--- config.mk ---
export PLATFORM = sky130hd
export DESIGN_NAME = svo_stream_check
export DESIGN_NICKNAME = d
export VERILOG_FILES = /design/src/rtl/svo_stream_check.sv
export SDC_FILE = /design/constraint.sdc
export NUM_CORES = 1
export LEC_CHECK = 0
export CORE_MARGIN = 2
export CORE_UTILIZATION = 40
export CTS_CLUSTER_DIAMETER = 200
export DETAILED_ROUTE_END_ITERATION = 16
export DONT_BUFFER_PORTS = 1
export GPL_TIMING_DRIVEN = 1
export PLACE_DENSITY_LB_ADDON = 0.08
export SKIP_LAST_GASP = 1
export SLEW_MARGIN = 20
export SYNTH_ARGS = -nofsm -noshare
export SYNTH_HDL_FRONTEND = slang
export SYNTH_SLANG_ARGS = --single-unit
--- constraint.sdc ---
create_clock -name clk -period 3.05 [get_ports clk]
set_clock_uncertainty 0.1 [all_clocks]
set_input_delay 0.4575 -clock clk [delete_from_list [all_inputs] [get_ports clk]]
set_output_delay 0.4575 -clock clk [all_outputs]
set_load 0.01 [all_outputs]
--- src/rtl/svo_stream_check.sv ---
// svo_stream_check: sink-side checker for SVO AXI-stream video.
// Tracks raster position, checks that start-of-frame markers land on (0,0),
// accumulates a 32-bit rotate-xor signature per frame and can apply
// pseudo-random backpressure to exercise the producer's handshake.
module svo_stream_check #(
    parameter int SVO_HOR_PIXELS     = 640,
    parameter int SVO_VER_PIXELS     = 480,
    parameter int SVO_BITS_PER_PIXEL = 24,
    parameter int STALL_EN           = 0
) (
    input  logic                          clk,
    input  logic                          resetn,
    input  logic                          in_axis_tvalid,
    output logic                          in_axis_tready,
    input  logic [SVO_BITS_PER_PIXEL-1:0] in_axis_tdata,
    input  logic                          in_axis_tuser,
    output logic                          locked,
    output logic                          frame_done,
    output logic [31:0]                   frame_sig,
    output logic [15:0]                   frame_count,
    output logic [15:0]                   err_count,
    output logic                          err_sof_early,
    output logic                          err_sof_missing
);

    localparam int HW = (SVO_HOR_PIXELS > 1) ? $clog2(SVO_HOR_PIXELS) : 1;
    localparam int VW = (SVO_VER_PIXELS > 1) ? $clog2(SVO_VER_PIXELS) : 1;
    localparam logic [HW-1:0] H_LAST = HW'(SVO_HOR_PIXELS - 1);
    localparam logic [VW-1:0] V_LAST = VW'(SVO_VER_PIXELS - 1);

    typedef enum logic {SEARCH, LOCKED} state_t;

    state_t        state;
    logic [15:0]   lfsr;
    logic [HW-1:0] hcur;
    logic [VW-1:0] vcur;
    logic [31:0]   sig;

    logic          beat;
    logic [31:0]   d;
    logic [31:0]   sig_step;
    logic          at_origin;
    logic          at_last;
    logic [HW-1:0] hcur_adv;
    logic [VW-1:0] vcur_adv;

    // Beat qualification, signature step and next raster position.
    always_comb begin
        beat      = in_axis_tvalid && in_axis_tready;
        d         = 32'(in_axis_tdata);
        sig_step  = {sig[30:0], sig[31]} ^ d;
        at_origin = (hcur == '0) && (vcur == '0);
        at_last   = (hcur == H_LAST) && (vcur == V_LAST);
        hcur_adv  = hcur + HW'(1);
        vcur_adv  = vcur;
        if (hcur == H_LAST) begin
            hcur_adv = '0;
            vcur_adv = (vcur == V_LAST) ? '0 : vcur + VW'(1);
        end
    end

    // Backpressure source: free-running LFSR, tready registered from it
    // (or held high when stalling is disabled). Low for one cycle after reset.
    always_ff @(posedge clk) begin
        if (!resetn) begin
            lfsr           <= 16'hACE1;
            in_axis_tready <= 1'b0;
        end else begin
            lfsr           <= {lfsr[0] ^ lfsr[2] ^ lfsr[3] ^ lfsr[5], lfsr[15:1]};
            in_axis_tready <= (STALL_EN != 0) ? (lfsr[0] | lfsr[1]) : 1'b1;
        end
    end

    // Frame alignment FSM, signature and counters; only beats change state.
    always_ff @(posedge clk) begin
        if (!resetn) begin
            state           <= SEARCH;
            locked          <= 1'b0;
            hcur            <= '0;
            vcur            <= '0;
            sig             <= '0;
            frame_done      <= 1'b0;
            frame_sig       <= '0;
            frame_count     <= '0;
            err_count       <= '0;
            err_sof_early   <= 1'b0;
            err_sof_missing <= 1'b0;
        end else begin
            frame_done      <= 1'b0;
            err_sof_early   <= 1'b0;
            err_sof_missing <= 1'b0;
            if (beat) begin
                case (state)
                    SEARCH: begin
                        // Anything before the first SOF is ignored.
                        if (in_axis_tuser) begin
                            state  <= LOCKED;
                            locked <= 1'b1;
                            sig    <= d;
                            hcur   <= HW'(1);
                            vcur   <= '0;
                        end
                    end
                    LOCKED: begin
                        if (in_axis_tuser) begin
                            // SOF always restarts the frame; off-grid SOF resyncs.
                            if (!at_origin) begin
                                err_sof_early <= 1'b1;
                                if (err_count != 16'hFFFF)
                                    err_count <= err_count + 16'd1;
                            end
                            sig  <= d;
                            hcur <= HW'(1);
                            vcur <= '0;
                        end else if (at_origin) begin
                            // Expected SOF not seen: drop lock, discard beat.
                            err_sof_missing <= 1'b1;
                            if (err_count != 16'hFFFF)
                                err_count <= err_count + 16'd1;
                            locked <= 1'b0;
                            state  <= SEARCH;
                        end else begin
                            sig  <= sig_step;
                            hcur <= hcur_adv;
                            vcur <= vcur_adv;
                            if (at_last) begin
                                frame_done  <= 1'b1;
                                frame_sig   <= sig_step;
                                frame_count <= frame_count + 16'd1;
                            end
                        end
                    end
                    default: state <= SEARCH;
                endcase
            end
        end
    end

endmodule

==> flow_summary.json <==
{
  "dp_hpwl_microns": 9062,
  "netlist.area_leader.share": 0.4377,
  "path_clk_slew_ns": 0.05,
  "post_cts_buffers": 0,
  "r2r_start": "vcur[0]",
  "r2r_end": "err_count[12]",
  "fin_nets": 716,
  "cts.path.max_buffers": 2,
  "die_area_sq_um": 14790,
  "crit_chain": "inv_1, ha_2, nor4b_4, nand2_1, or4b_4, ha_4, and4_4, nand4_1, buf_4, or3_4, a21oi_2",
  "seq_area_sq_um": 2422,
  "grt.total_usage": 0.1867,
  "rsz0062_at_grt": "true",
  "final_util": 0.4874,
  "fin_area_sq_um": 6531,
  "final.period_utilization": 0.9436,
  "ys_ff_latch": 121,
  "power.total_mw": 3.874,
  "p_leak_nw": 2.279,
  "setup_violations": 0,
  "clock_sinks": 121,
  "dpl_cell_area_sq_um": 5816,
  "mappedNetlistArea_sq_um": 5534,
  "dp_cells": 836,
  "syn_inst": 675,
  "num_vias": 4670,
  "num_io_pins": 97,
  "hold_depth": 1,
  "grt_pass1_vias": 4287,
  "finalCriticalPeriod_ns": 2.878,
  "cp_data_required_time_ns": 3.30,
  "crit_fanout": 4,
  "reg2reg_depth": 11,
  "min_to": "frame_count[3]",
  "hold_path_class": "input pin to flip-flop",
  "antenna_cells": 0,
  "synth_fp_nets": 711,
  "worstPathArrival_ns": 3.12,
  "fillCellCount": 1350,
  "cp_slowest_stage_delay_ns": 0.52,
  "yosysSeqAreaShare": 0.4377,
  "crit_path_end_kind": "flip-flop",
  "cts_tree": "built",
  "overflow": 0,
  "tns_ns": 0,
  "min_from": "resetn",
  "cts_buffers": 17,
  "grt_max_degree": 53,
  "gp_congestion": 0.8131,
  "drive_gt1_frac": 0.1082,
  "grt_pass1_wl_microns": 21850,
  "p_per_area_nw_per_um2": 593.1,
  "ant_nets": 0,
  "drt-wirelength-per-cell_microns": 15.54,
  "numPortBuffers": 0,
  "synth_edf_count": 0,
  "rows": 42,
  "drt_first_iter_violations": 344,
  "critPathLaunchType": "flip-flop",
  "synthDistinctLibCells": 48,
  "synthTopCellsByArea": "dfxtp_1 44%, nand2_1 9.2%, xor2_1 8.4%, a21oi_1 5.1%, nor2_1 4.1%",
  "syn_avg_cell_area_sq_um": 8.199,
  "layout.cells.non_filler": 869,
  "max_freq_mhz": 347.4,
  "hold_viol_final": 0,
  "dieHeight_microns": 121.6,
  "initial_core_util": 0.4130,
  "h-tree-depth": 4,
  "clk-insertion-delay-late_ns": 0.41,
  "synth_ff_type": "dfxtp_1",
  "grt_antenna_before_repair": 0,
  "drc": 0,
  "first_pass_iters": 5,
  "path_class": "flip-flop to flip-flop",
  "area_delta_synth_final_pct": 18.02,
  "synth-warning-count": 0,
  "cp_slowest_cell": "or4b_4",
  "ir_worst_vdd_uv": 337.8,
  "viasPerCell": 5.374,
  "slew_headroom": 0.4414,
  "clockRootBuffer": "clkbuf_16",
  "core_area_sq_um": 13400,
  "status": "completed",
  "yosysTopAreaCell": "dfxtp_1",
  "die_w_microns": 121.6,
  "maxCapViolations": 0,
  "multiInputGateArea_sq_um": 3015,
  "slew_viol_final": 0,
  "routed_wl_microns": 13500,
  "synthArstFlopShare": 0,
  "worst_slew_pin_slew_ns": 0.8310,
  "worst-r2r-setup-slack_ns": 0.17
}
[how the worst max path moves through the flow]
| stage | cells after the start | slack [ns] | start | endpoint |
|---|---|---|---|---|
| 3_3_place_gp | 11 | 0.06 | vcur[0] | err_count[12] |
| 3_5_place_dp | 9 | -0.06 | vcur[3] | err_count[12] |
| 5_1_grt | 11 | -0.02 | vcur[0] | err_count[12] |
| 6_report | 11 | 0.17 | vcur[0] | err_count[12] |
| 2_1_floorplan | 11 | 0.17 | vcur[0] | err_count[15] |
| 4_1_cts | 11 | 0.001 | vcur[1] | err_count[12] |
[stage by stage]
| step | setup slack (ns) | hold WS [ns] |
|---|---|---|
| 2_1_floorplan | 0.1724 | 0.3454 |
| 6_report | 0.1719 | 0.07285 |
| 3_5_place_dp | -0.06378 | 0.3665 |
| 3_3_place_gp | 0.05676 | 0.3586 |
| 5_1_grt | -0.02040 | 0.04784 |
| 4_1_cts | 0.001122 | 0.05442 |
[flip-flops by register name, indices dropped and copies added (netlist names)]
name             flops
frame_sig           32
sig                 32
err_count           16
frame_count         16
hcur                10
vcur                 9
err_sof_early        1
err_sof_missing      1
frame_done           1
in_axis_tready       1
locked               1
state                1
[layer usage]
layer / vias to the layer above / part of all wire / track usage
li1: 2343 / - / -
met1: 2202 / 0.45 / 0.2454
met2: 115 / 0.46 / 0.2813
met3: 10 / 0.074 / 0.07303
met4: 0 / 0.011 / 0.06106
met5: - / 0 / 0
[cells in the mapped netlist (2+ instances only)]
master,number
nand2_1,135
dfxtp_1,121
nor2_1,60
a21oi_1,56
xor2_1,53
clkbuf_1,32
a211oi_1,27
nand3_1,27
nand4_1,17
xnor2_1,16
o21ai_0,14
and3_1,12
inv_1,11
nor4_1,9
ha_1,8
nor3_1,8
or3_1,8
mux2i_1,6
nand2b_1,6
and2_1,4
a31oi_1,3
buf_2,3
o211ai_1,3
and4_1,2
nand3b_1,2
nor2b_1,2
nor3b_1,2
nor4_2,2
nor4b_1,2
o31a_1,2
o31ai_1,2
o41ai_1,2
or3_4,2
or4_1,2
[placed cells by master, fill, tap and decap left out, types with 4 or more instances in the layout]
cell type / netlist / layout
clkbuf_8: 0 / 5
a21oi_1: 56 / 55
or3_1: 8 / 7
buf_4: 0 / 17
inv_1: 11 / 10
and2_1: 4 / 4
nor2_1: 60 / 60
and3_1: 12 / 12
xor2_1: 53 / 53
nand2_1: 135 / 135
a211oi_1: 27 / 27
clkbuf_16: 0 / 17
nand2b_1: 6 / 6
ha_1: 8 / 6
o21ai_0: 14 / 14
xnor2_1: 16 / 16
dfxtp_1: 121 / 121
nand3_1: 27 / 27
nor4_1: 9 / 7
nor3_1: 8 / 7
mux2i_1: 6 / 6
nand4_1: 17 / 17
[layout make-up]
class,count,share of cell area
clock buffer,22,0.07567
clock inverter,10,0.02146
inverter,11,0.006322
multi-input combinational,508,0.4617
sequential,121,0.3709
tap,176,0.03372
timing repair buffer,21,0.03027
[power breakdown]
group | total (mW) | internal (mW) | switching (mW)
logic | 0.146 | 0.0598 | 0.0859
clock network | 2.11 | 1.39 | 0.718
registers | 1.62 | 1.60 | 0.0182
total | 3.87 | 3.05 | 0.822
[kinds of logic after synthesis]
| group | share of synthesized area |
|---|---|
| xor gates and xnor gates | 0.1092 |
| buffers and inverters | 0.03188 |
| DFF | 0.4377 |
| and+or+nand+nor | 0.2591 |
| adders and majority gates | 0.01809 |
| muxes | 0.01085 |
| AOI/OAI and AO/OA | 0.1332 |
[repair_timing]
| item | CTS | global route |
|---|---|---|
| pin swaps | 0 | 3 |
| endpoints found under the setup margin | 4 | 8 |
| hold buffers | 1 | 0 |
| resized for setup | 3 | 9 |
| endpoints found under the hold margin | 1 | 0 |
[critical path: cells and delay by family (launching register included)]
family	cells	cell delay (ns)
AND/OR/NAND/NOR	6	1.56
adder cells (fa/ha/maj)	2	0.47
flip-flops	1	0.31
buffers and inverters	2	0.26
AO/OA/AOI/OAI	1	0.12
(Power assumes the default switching activity.)
